**config.mk**
```make
export PLATFORM = sky130hd
export DESIGN_NAME = radio_seq_ctrl_flat
export DESIGN_NICKNAME = d
export VERILOG_FILES = /design/src/rtl/radio_seq_ctrl_pkg.sv /design/src/rtl/radio_seq_ctrl_if.sv /design/src/rtl/radio_seq_ctrl_bit_tick_gen.sv /design/src/rtl/radio_seq_ctrl.sv /design/src/flat_wrapper.sv
export SDC_FILE = /design/constraint.sdc
export NUM_CORES = 1
export LEC_CHECK = 0
export ABC_AREA = 1
export BUFFER_PORTS_ARGS = -buffer_cell sky130_fd_sc_hd__buf_2
export CORE_AREA = 2 2 88 69
export DETAILED_ROUTE_END_ITERATION = 16
export DIE_AREA = 0 0 90 71
export PLACE_DENSITY = 0.84
export REMOVE_ABC_BUFFERS = 1
export SLEW_MARGIN = 0
export SYNTH_ARGS = -nofsm -noshare
export SYNTH_HDL_FRONTEND = slang
export SYNTH_SLANG_ARGS = --single-unit
export TNS_END_PERCENT = 5
```
**constraint.sdc**
```tcl
create_clock -name clk_6M -period 2.2 [get_ports clk_6M]
set_input_delay 0.22 -clock clk_6M [delete_from_list [all_inputs] [get_ports clk_6M]]
set_output_delay 0.22 -clock clk_6M [all_outputs]
set_load 0.02 [all_outputs]
```
**src/rtl/radio_seq_ctrl_pkg.sv**
```systemverilog
// Shared definitions for the BT radio front-end sequencer: FSM states,
// bit timing and window width, and the latched direction encoding.
package bt_radio_pkg;

  localparam int BIT_CLKS = 6;
  localparam int LEN_W    = 12;

  typedef enum logic [1:0] {
    ST_IDLE   = 2'd0,
    ST_LOAD   = 2'd1,
    ST_SETTLE = 2'd2,
    ST_ACTIVE = 2'd3
  } state_e;

  localparam logic DIR_TX = 1'b1;
  localparam logic DIR_RX = 1'b0;

endpackage

```
**src/rtl/radio_seq_ctrl_if.sv**
```systemverilog
// Link-controller <-> radio sequencer bundle: one-shot requests with their
// parameters in one direction, radio controls and status in the other.
interface radio_seq_ctrl_if #(
  parameter int LEN_W = bt_radio_pkg::LEN_W
);

  logic             tx_req_p;
  logic             rx_req_p;
  logic             abort_p;
  logic [6:0]       req_k;
  logic [LEN_W-1:0] req_len;
  logic [9:0]       regi_pllsetuptime;
  logic [6:0]       fk;
  logic             loadfreq_p;
  logic             txen;
  logic             rxen;
  logic             bit_p;
  logic             busy;
  logic             done_p;
  logic             drop_p;

  modport master (
    output tx_req_p, rx_req_p, abort_p, req_k, req_len, regi_pllsetuptime,
    input  fk, loadfreq_p, txen, rxen, bit_p, busy, done_p, drop_p
  );

  modport slave (
    input  tx_req_p, rx_req_p, abort_p, req_k, req_len, regi_pllsetuptime,
    output fk, loadfreq_p, txen, rxen, bit_p, busy, done_p, drop_p
  );

endinterface

```
**src/rtl/radio_seq_ctrl_bit_tick_gen.sv**
```systemverilog
// Bit-period phase counter. o_end flags the last clock of a bit; o_bit_p is
// registered so it lines up with the sequencer's registered enables.
module bit_tick_gen #(
  parameter int BIT_CLKS = bt_radio_pkg::BIT_CLKS
) (
  input  logic clk_6M,
  input  logic rst,
  input  logic i_clr,
  input  logic i_win,
  output logic o_bit_p,
  output logic o_end
);

  logic [2:0] r_phase;
  logic [2:0] w_phase_nx;
  logic       r_bit_p;

  assign o_end   = (r_phase == 3'(BIT_CLKS - 1));
  assign o_bit_p = r_bit_p;

  // next phase: cleared outside a timed state, wraps at the end of each bit
  always_comb begin
    w_phase_nx = r_phase;
    if (i_clr) begin
      w_phase_nx = 3'd0;
    end else if (o_end) begin
      w_phase_nx = 3'd0;
    end else begin
      w_phase_nx = r_phase + 3'd1;
    end
  end

  // phase register and bit strobe for the cycle that follows
  always_ff @(posedge clk_6M or posedge rst) begin
    if (rst) begin
      r_phase <= 3'd0;
      r_bit_p <= 1'b0;
    end else begin
      r_phase <= w_phase_nx;
      r_bit_p <= i_win && (w_phase_nx == 3'd0);
    end
  end

endmodule

```
**src/rtl/radio_seq_ctrl.sv**
```systemverilog
// Radio front-end sequencer: arbitrates TX/RX slot requests, loads the hop
// frequency, waits out PLL settling and drives the enable window.
module radio_seq_ctrl #(
  parameter int BIT_CLKS = bt_radio_pkg::BIT_CLKS,
  parameter int LEN_W    = bt_radio_pkg::LEN_W
) (
  input  logic             clk_6M,
  input  logic             rst,
  radio_seq_ctrl_if.slave  bus
);

  import bt_radio_pkg::state_e;
  import bt_radio_pkg::ST_IDLE;
  import bt_radio_pkg::ST_LOAD;
  import bt_radio_pkg::ST_SETTLE;
  import bt_radio_pkg::ST_ACTIVE;
  import bt_radio_pkg::DIR_TX;
  import bt_radio_pkg::DIR_RX;

  state_e           r_state;
  state_e           w_state_nx;
  logic [LEN_W-1:0] r_cnt;
  logic [LEN_W-1:0] w_cnt_nx;
  logic [LEN_W-1:0] r_len;
  logic [9:0]       r_pll;
  logic [6:0]       r_fk;
  logic             r_dir;
  logic             w_req;
  logic             w_accept;
  logic             w_drop;
  logic             w_done;
  logic             w_end;
  logic             w_clr;
  logic             w_win;
  logic             r_loadfreq_p;
  logic             r_txen;
  logic             r_rxen;
  logic             r_busy;
  logic             r_done_p;
  logic             r_drop_p;

  assign w_req = bus.tx_req_p || bus.rx_req_p;
  assign w_win = (w_state_nx == ST_ACTIVE);
  // the phase only keeps running while staying inside SETTLE/ACTIVE
  assign w_clr = !((r_state inside {ST_SETTLE, ST_ACTIVE}) &&
                   (w_state_nx inside {ST_SETTLE, ST_ACTIVE}));

  bit_tick_gen #(.BIT_CLKS(BIT_CLKS)) u_tick (
    .clk_6M  (clk_6M),
    .rst     (rst),
    .i_clr   (w_clr),
    .i_win   (w_win),
    .o_bit_p (bus.bit_p),
    .o_end   (w_end)
  );

  // next-state, down-counter and pulse decode
  always_comb begin
    w_state_nx = r_state;
    w_cnt_nx   = r_cnt;
    w_accept   = 1'b0;
    w_drop     = 1'b0;
    w_done     = 1'b0;
    case (r_state)
      ST_IDLE: begin
        if (w_req && !bus.abort_p) begin
          w_accept   = 1'b1;
          w_state_nx = ST_LOAD;
          w_drop     = bus.tx_req_p && bus.rx_req_p;
        end else begin
          w_drop = w_req;
        end
      end
      ST_LOAD: begin
        w_drop = w_req;
        if (bus.abort_p) begin
          w_state_nx = ST_IDLE;
        end else if (r_pll != 10'd0) begin
          w_state_nx = ST_SETTLE;
          w_cnt_nx   = LEN_W'(r_pll);
        end else if (r_len != {LEN_W{1'b0}}) begin
          w_state_nx = ST_ACTIVE;
          w_cnt_nx   = r_len;
        end else begin
          w_state_nx = ST_IDLE;
          w_done     = 1'b1;
        end
      end
      ST_SETTLE: begin
        w_drop = w_req;
        if (bus.abort_p) begin
          w_state_nx = ST_IDLE;
        end else if (w_end && (r_cnt <= LEN_W'(1'b1))) begin
          if (r_len != {LEN_W{1'b0}}) begin
            w_state_nx = ST_ACTIVE;
            w_cnt_nx   = r_len;
          end else begin
            w_state_nx = ST_IDLE;
            w_cnt_nx   = {LEN_W{1'b0}};
            w_done     = 1'b1;
          end
        end else if (w_end) begin
          w_cnt_nx = r_cnt - LEN_W'(1'b1);
        end else begin
          w_cnt_nx = r_cnt;
        end
      end
      ST_ACTIVE: begin
        w_drop = w_req;
        if (bus.abort_p) begin
          w_state_nx = ST_IDLE;
        end else if (w_end && (r_cnt <= LEN_W'(1'b1))) begin
          w_state_nx = ST_IDLE;
          w_cnt_nx   = {LEN_W{1'b0}};
          w_done     = 1'b1;
        end else if (w_end) begin
          w_cnt_nx = r_cnt - LEN_W'(1'b1);
        end else begin
          w_cnt_nx = r_cnt;
        end
      end
      default: begin
        w_state_nx = ST_IDLE;
      end
    endcase
  end

  // state, latched request and registered radio outputs
  always_ff @(posedge clk_6M or posedge rst) begin
    if (rst) begin
      r_state      <= ST_IDLE;
      r_cnt        <= {LEN_W{1'b0}};
      r_len        <= {LEN_W{1'b0}};
      r_pll        <= 10'd0;
      r_fk         <= 7'd0;
      r_dir        <= DIR_RX;
      r_loadfreq_p <= 1'b0;
      r_txen       <= 1'b0;
      r_rxen       <= 1'b0;
      r_busy       <= 1'b0;
      r_done_p     <= 1'b0;
      r_drop_p     <= 1'b0;
    end else begin
      r_state <= w_state_nx;
      r_cnt   <= w_cnt_nx;
      if (w_accept) begin
        r_fk  <= bus.req_k;
        r_len <= bus.req_len;
        r_pll <= bus.regi_pllsetuptime;
        r_dir <= bus.tx_req_p ? DIR_TX : DIR_RX;
      end
      r_loadfreq_p <= (w_state_nx == ST_LOAD);
      r_txen       <= w_win && (r_dir == DIR_TX);
      r_rxen       <= w_win && (r_dir == DIR_RX);
      r_busy       <= (w_state_nx != ST_IDLE);
      r_done_p     <= w_done;
      r_drop_p     <= w_drop;
    end
  end

  assign bus.fk         = r_fk;
  assign bus.loadfreq_p = r_loadfreq_p;
  assign bus.txen       = r_txen;
  assign bus.rxen       = r_rxen;
  assign bus.busy       = r_busy;
  assign bus.done_p     = r_done_p;
  assign bus.drop_p     = r_drop_p;

endmodule

```
**src/flat_wrapper.sv**
```systemverilog
// flat-port wrapper written by rule: the top's interface ports become plain ports
module radio_seq_ctrl_flat import bt_radio_pkg::state_e; import bt_radio_pkg::ST_IDLE; import bt_radio_pkg::ST_LOAD; import bt_radio_pkg::ST_SETTLE; import bt_radio_pkg::ST_ACTIVE; import bt_radio_pkg::DIR_TX; import bt_radio_pkg::DIR_RX;
#(
  parameter int BIT_CLKS = bt_radio_pkg::BIT_CLKS,
  parameter int LEN_W    = bt_radio_pkg::LEN_W
)
  (clk_6M, rst, bus_tx_req_p, bus_rx_req_p, bus_abort_p, bus_req_k, bus_req_len, bus_regi_pllsetuptime, bus_fk, bus_loadfreq_p, bus_txen, bus_rxen, bus_bit_p, bus_busy, bus_done_p, bus_drop_p);
  radio_seq_ctrl_if #(.LEN_W(LEN_W)) bus_i ();
  input  logic clk_6M;
  input  logic rst;
  input wire logic [$bits(bus_i.tx_req_p)-1:0] bus_tx_req_p;
  input wire logic [$bits(bus_i.rx_req_p)-1:0] bus_rx_req_p;
  input wire logic [$bits(bus_i.abort_p)-1:0] bus_abort_p;
  input wire logic [$bits(bus_i.req_k)-1:0] bus_req_k;
  input wire logic [$bits(bus_i.req_len)-1:0] bus_req_len;
  input wire logic [$bits(bus_i.regi_pllsetuptime)-1:0] bus_regi_pllsetuptime;
  output wire logic [$bits(bus_i.fk)-1:0] bus_fk;
  output wire logic [$bits(bus_i.loadfreq_p)-1:0] bus_loadfreq_p;
  output wire logic [$bits(bus_i.txen)-1:0] bus_txen;
  output wire logic [$bits(bus_i.rxen)-1:0] bus_rxen;
  output wire logic [$bits(bus_i.bit_p)-1:0] bus_bit_p;
  output wire logic [$bits(bus_i.busy)-1:0] bus_busy;
  output wire logic [$bits(bus_i.done_p)-1:0] bus_done_p;
  output wire logic [$bits(bus_i.drop_p)-1:0] bus_drop_p;
  assign bus_i.tx_req_p = bus_tx_req_p;
  assign bus_i.rx_req_p = bus_rx_req_p;
  assign bus_i.abort_p = bus_abort_p;
  assign bus_i.req_k = bus_req_k;
  assign bus_i.req_len = bus_req_len;
  assign bus_i.regi_pllsetuptime = bus_regi_pllsetuptime;
  assign bus_fk = bus_i.fk;
  assign bus_loadfreq_p = bus_i.loadfreq_p;
  assign bus_txen = bus_i.txen;
  assign bus_rxen = bus_i.rxen;
  assign bus_bit_p = bus_i.bit_p;
  assign bus_busy = bus_i.busy;
  assign bus_done_p = bus_i.done_p;
  assign bus_drop_p = bus_i.drop_p;
  radio_seq_ctrl #(.BIT_CLKS(BIT_CLKS), .LEN_W(LEN_W)) u_core (.clk_6M(clk_6M), .rst(rst), .bus(bus_i));
endmodule
```
==> results.yml, run 1 <==
cts:
  htreeDepth: 2
  cts_buffers: 5
  root_buffer: "clkbuf_8"
  path_clk_slew_ns: 0.10
  insertion_delay_ns: 0.30
  clk_path_buf_depth: 2
  cts_resized: 0
  cts_tree: "built"
  cts_sinks: 54
logic_synthesis:
  synth_warnings: 0
  syn_inst: 411
  synth_edf_count: 0
  syn_area_mm2: 0.00295
  synth-main-ff-cell: "dfrtp_1"
  syn_avg_cell_area_um2: 7.18
  async_flop_share_pct: 100
  seq_area_frac_synth_pct: 45.8
  synth_seq_cells: 54
  synth.distinct_cells: 29
routing:
  num_vias: 2746
  dr.pass1.iters: 5
  wirelength_mm: 7.09
  avgViaCountPerCell: 5.09
  drt_iter0_drc: 272
  drc: 0
  wl_per_cell_um: 13.1
  final_antenna_net_count: 0
die:
  die_area_mm2: 0.00639
  fp.dieW_um: 90
  die_y_um: 71
  core-area_mm2: 0.00559
  io-pin-count: 48
  start_util_pct: 52.8
  rows: 24
cells_and_area:
  nFillCells: 527
  nNetsFinal: 497
  num_antenna_cells: 0
  area_growth_pct: 15.7
  final_layout_size_suffix_gt1_share_pct: 19.0
power:
  p_leak_nw: 1.81
  irDropWorstVdd_v: 0.000676
  p_per_area_mw_per_mm2: 1220
critical_path:
  required_ns: 2.40
  cp_cell_sequence: "inv_1 > ha_1 > o21ai_0 > nor2_2 > nand2_4 > o21ai_1 > nand2_1 > inv_2 > nand2_2 > clkinv_1 > nand2_1"
  path_buf_inv: 3
  timing_worst_setup_path_type: "flip-flop to flip-flop"
  end_kind: "flip-flop"
  worstSetupStartpointType: "flip-flop"
  worst_ep_arrival_time_ns: 2.08
  crit_top_cell: "nand2_1"
  cp_slowest_cell: "dfrtp_1"
  critPathTopFamily: "simple AND/OR/NAND/NOR gates"
  cp_max_fo: 7
  critPathMaxStageDelay_ns: 0.42
global_route:
  grt_max_degree: 42
  track_usage_pct: 23.2
  first_global_vias: 2466
  globalRouteOverflowTotal: 0
  antenna_found_initial: 0
  grt_pass1_wl_mm: 11.9
placement:
  hpwlAfterDp_mm: 5.30
  io_buffer_count: 47
  gp_congestion: 0.909
timing:
  setup_viol: 0
  worst_pin_slew_ns: 0.517
  whs_ns: 0.104
  rsz0062_at_grt: "no"
  min_period_ns: 1.88
  final_max_slew_viol_count: 0
  maxSlewHeadroom_pct: 65.5
  max_freq_mhz: 531
  finClkSkew_ns: 0.00657
  fin_tns_setup_ns: 0
  hold_viol_final: 0
  min_period_over_period_pct: 85.6
outcome:
  status: "completed"
hold_path:
  hold_class: "primary input to flip-flop"
flow_run:
  maxCapViolations: 0
Yosys cell counts (all sizes together) (2+ instances only):
cell type	number	area, um^2
clkbuf	8	30.0
o21ai	23	115
nand3	31	180
inv	33	124
dfrtp	54	1350
nor3	6	35.0
xnor2	2	17.5
nor2	57	256
ha	2	25.0
buf	3	21.3
nand4	6	43.8
nand2	174	678
a21oi	7	38.8
metal layers:
metal	part of all wire [%]	wire (um)	GRT usage (%)
met5	0	0	0
met2	43	3050	35.0
met3	7.5	532	4.15
met4	1.3	93	4.44
met1	48	3410	35.7
report_power, final:
group | leakage (nW) | internal [W] | switching (W)
sequential | 0.677 | 0.00140 | 0.000382
combinational | 1.08 | 0.000587 | 0.00112
clock | 0.0585 | 0.000342 | 0.000334
worst paths after layout:
path	depth (start not counted)	slack (ns)	startpoint	endpoint
setup / recovery	11	0.32	u_core.r_cnt[0]$_DFFE_PP0P_	u_core.bus.busy$_DFF_PP0_
hold / removal	3	0.10	bus_regi_pllsetuptime[7]	u_core.r_pll[7]$_DFFE_PP0P_
setup reg to reg	11	0.32	u_core.r_cnt[0]$_DFFE_PP0P_	u_core.bus.busy$_DFF_PP0_
hold reg to reg	1	0.43	u_core.r_dir$_DFFE_PP0P_	u_core.bus.rxen$_DFF_PP0_
max in group asynchronous	4	1.17	rst	u_core.r_cnt[10]$_DFFE_PP0P_
min in group asynchronous	3	0.49	rst	u_core.bus.fk[4]$_DFFE_PP0P_
worst register-to-register path, stage by stage, from the launching register on:
cell and delay, ns:
dfrtp_1 0.42, inv_1 0.15, ha_1 0.27, o21ai_0 0.13
nor2_2 0.17, nand2_4 0.11, o21ai_1 0.17, nand2_1 0.11
inv_2 0.09, nand2_2 0.06, clkinv_1 0.05, nand2_1 0.04
flip-flops by register name, indices dropped and copies added (netlist names):
| name | flops |
|---|---|
| u_core.r_dir | 1 |
| u_core.u_tick.o_bit_p | 1 |
| u_core.bus.busy | 1 |
| u_core.r_state | 2 |
| u_core.bus.fk | 7 |
| u_core.bus.drop_p | 1 |
| u_core.r_len | 12 |
| u_core.r_pll | 10 |
| u_core.u_tick.r_phase | 3 |
| u_core.bus.loadfreq_p | 1 |
| u_core.r_cnt | 12 |
| u_core.bus.txen | 1 |
| u_core.bus.done_p | 1 |
| u_core.bus.rxen | 1 |
what timing repair did:
item,CTS,global route
hold endpoints to repair,23,0
setup buffers,0,0
hold buffers,1,0
layout by cell type, fill, tap and decap left out:
| cell | count |
|---|---|
| clkinv_1 | 1 |
| a21boi_0 | 1 |
| o21ai_1 | 2 |
| nand4_2 | 1 |
| a21oi_1 | 6 |
| buf_2 | 47 |
| nand4_1 | 5 |
| nor2_4 | 4 |
| nor3_2 | 1 |
| buf_12 | 1 |
| nand2_2 | 4 |
| clkinv_2 | 1 |
| dfrtp_1 | 54 |
| o21ai_0 | 21 |
| inv_1 | 29 |
| nor2_1 | 48 |
| xnor2_1 | 2 |
| a21oi_2 | 1 |
| ha_1 | 2 |
| a21o_1 | 1 |
| o31ai_1 | 1 |
| buf_4 | 5 |
| nor3_1 | 5 |
| nor2_2 | 5 |
| inv_6 | 1 |
| nand2_4 | 2 |
| bufinv_16 | 1 |
| nand3_2 | 5 |
| nand2_1 | 168 |
| inv_2 | 4 |
| and2_0 | 1 |
| nand3_1 | 26 |
| dlygate4sd3_1 | 1 |
| clkbuf_8 | 5 |
final cells by class:
type                    instances  area (um^2)  share of cell area [%]
clock buffers                   5         68.8                    2.02
clock inverters                 3         43.8                    1.28
inverters                      34          128                    3.74
multi-input cells             312         1420                    41.6
flip-flops and latches         54         1350                    39.6
well taps                      78         97.6                    2.86
repair buffers                 54          303                    8.88
through the flow:
stage                     instance area, um^2  std cells  setup WS (ns)  util (%)  total power (W)
after floorplan                          2900        400          0.344         -          0.00291
after global placement                   3290        531          0.480      58.9          0.00342
after detailed placement                 3290        531          0.337      58.9          0.00347
after CTS                                3410        540          0.322      61.1          0.00415
after global routing                     3410        540          0.138      61.1          0.00451
final                                    3410        540          0.317      61.1          0.00416
kinds of logic after synthesis:
logic type	Yosys count	share of synthesized area (%)
DFF	54	45.8
xor gates and xnor gates	2	0.594
AOI/OAI and AO/OA	33	5.98
adders and majority gates	2	0.848
buffers and inverters	45	6.07
and+or+nand+nor	275	40.7
(Power assumes the default switching activity.)
==> run 2: changes to the inputs <==
--- a/config.mk
+++ b/config.mk
@@ -10,7 +10,7 @@
 export CORE_AREA = 2 2 88 69
 export DETAILED_ROUTE_END_ITERATION = 16
 export DIE_AREA = 0 0 90 71
-export PLACE_DENSITY = 0.84
+export PLACE_DENSITY_LB_ADDON = 0.1
 export REMOVE_ABC_BUFFERS = 1
 export SLEW_MARGIN = 0
 export SYNTH_ARGS = -nofsm -noshare
==> constraint.sdc (replaced) <==
create_clock -name clk_6M -period 2.2 [get_ports clk_6M]
set_input_delay 0.33 -clock clk_6M [delete_from_list [all_inputs] [get_ports clk_6M]]
set_output_delay 0.33 -clock clk_6M [all_outputs]
set_load 0.02 [all_outputs]
==> results.yml, run 2 (synthesis gave the netlist of run 1 again) <==
power:
  p_clk_share_pct: 15.3
  p_per_area_mw_per_mm2: 1200
  p_leak_nw: 1.79
  irDropWorstVdd_v: 0.000580
  p_int_w: 0.00226
  seqPwrFrac_pct: 43.7
  swShare_pct: 44.4
  power_frac_comb_pct: 41.1
  switchingPower_w: 0.00180
timing:
  setup_viol: 0
  min_period_ns: 1.78
  fin_tns_setup_ns: 0
  maxSlewHeadroom_pct: 55.0
  worst_pin_slew_ns: 0.674
  finClkSkew_ns: 0.00673
  min_period_over_period_pct: 81.1
  fin_ws_ns: 0.416
  hold_viol_final: 0
  final_max_slew_viol_count: 0
  rsz0062_at_grt: "no"
  max_freq_mhz: 561
cells_and_area:
  layout_commonest_cell: "nand2_1"
  num_antenna_cells: 0
  nFillCells: 556
  nNetsFinal: 495
  final_cell_mix: "nand2_1 (168), dfrtp_1 (54), nor2_1 (48), buf_2 (47), inv_1 (29)"
  reg.largest.list: "u_core.r_cnt x12, u_core.r_len x12, u_core.r_pll x10"
  area_growth_pct: 14.4
  final_layout_size_suffix_gt1_share_pct: 18.9
hold_path:
  hold_class: "primary input to asynchronous set/reset pin"
cts:
  cts_tree: "built"
  path_clk_slew_ns: 0.10
  cts_buffers: 5
  cts_sinks: 54
  holdBufCountCts: 0
  cts_resized: 0
  clk_path_buf_depth: 2
  htreeDepth: 2
  cts_setup_buffers: 0
  insertion_delay_ns: 0.31
  root_buffer: "clkbuf_8"
global_route:
  antenna_found_initial: 0
  track_usage_pct: 24.0
  globalRouteOverflowTotal: 0
  grt_max_degree: 55
  grt_pass1_wl_mm: 12.4
  first_global_vias: 2682
routing:
  final_antenna_net_count: 0
  num_vias: 2697
  wl_per_cell_um: 13.2
  avgViaCountPerCell: 5.01
  drt_iter0_drc: 119
  wirelength_mm: 7.10
  drc: 0
  dr.pass1.iters: 4
flow_run:
  maxCapViolations: 0
die:
  die_area_mm2: 0.00639
  rows: 24
  core-area_mm2: 0.00559
  die_y_um: 71
  io-pin-count: 48
  start_util_pct: 52.8
  fp.dieW_um: 90
critical_path:
  cp_max_fo: 7
  worst_ep_arrival_time_ns: 1.99
  worstSetupStartpointType: "flip-flop"
  timing_worst_setup_path_type: "flip-flop to flip-flop"
  end_kind: "flip-flop"
  required_ns: 2.41
placement:
  hpwlAfterDp_mm: 5.27
  place_worst_setup_slack_ns: 0.428
  io_buffer_count: 47
  gp_congestion: 0.889
outcome:
  status: "completed"
## run 2: final timing paths
path / from / depth (start not counted) / endpoint / slack, ns
worst min-delay path: rst / 3 / u_core.bus.fk[1]$_DFFE_PP0P_ / 0.19
max in group asynchronous: rst / 3 / u_core.r_len[1]$_DFFE_PP0P_ / 1.56
worst max register to register: u_core.r_cnt[0]$_DFFE_PP0P_ / 11 / u_core.bus.busy$_DFF_PP0_ / 0.42
worst max-delay path: u_core.r_cnt[0]$_DFFE_PP0P_ / 11 / u_core.bus.busy$_DFF_PP0_ / 0.42
min in group clk_6M: bus_req_k[3] / 3 / u_core.bus.fk[3]$_DFFE_PP0P_ / 0.20
worst min register to register: u_core.r_dir$_DFFE_PP0P_ / 1 / u_core.bus.rxen$_DFF_PP0_ / 0.45
## run 2: power by group through the flow
stage,combinational (W),clock (W),sequential [W]
floorplan,0.00111,0,0.00180
global placement,0.00165,0,0.00178
detailed placement,0.00168,0,0.00178
CTS,0.00168,0.000633,0.00177
global route,0.00192,0.000665,0.00183
finish,0.00167,0.000620,0.00177
## run 2: worst max-delay path, stage by stage (launching register included)
cell,delay (ns)
dfrtp_1,0.42
inv_1,0.15
ha_1,0.25
o21ai_0,0.13
nor2_2,0.17
nand2_4,0.10
o21ai_1,0.15
nand2_1,0.09
inv_2,0.08
nand2_2,0.05
clkinv_1,0.04
nand2_1,0.04
## run 2: layout make-up
type | instances | area (um^2) | share of cell area (%)
clock buffer | 7 | 96.3 | 2.86
clock inverter | 1 | 8.76 | 0.260
multi-input combinational | 312 | 1420 | 42.1
timing repair buffer | 52 | 273 | 8.09
inverter | 34 | 128 | 3.78
sequential | 54 | 1350 | 40.1
tap | 78 | 97.6 | 2.89
## run 2: metal layers
| layer | track usage, % | vias to the layer above | part of all wire, % |
|---|---|---|---|
| met5 | 0 | - | 0 |
| met3 | 4.05 | 4 | 4.0 |
| met1 | 33.4 | 1265 | 49 |
| met4 | 5.13 | 0 | 0.83 |
| li1 | - | 1374 | - |
| met2 | 40.2 | 54 | 46 |
## run 2: stage by stage
stage | cell area, um^2 | hold WS (ns) | power (W) | std cells | util [%]
global route | 3370 | 0.211 | 0.00441 | 538 | 60.4
global placement | 3270 | 0.415 | 0.00343 | 530 | 58.5
CTS | 3370 | 0.202 | 0.00409 | 538 | 60.4
floorplan | 2900 | 0.399 | 0.00291 | 400 | -
detailed placement | 3270 | 0.429 | 0.00346 | 530 | 58.5
finish | 3370 | 0.191 | 0.00406 | 538 | 60.4
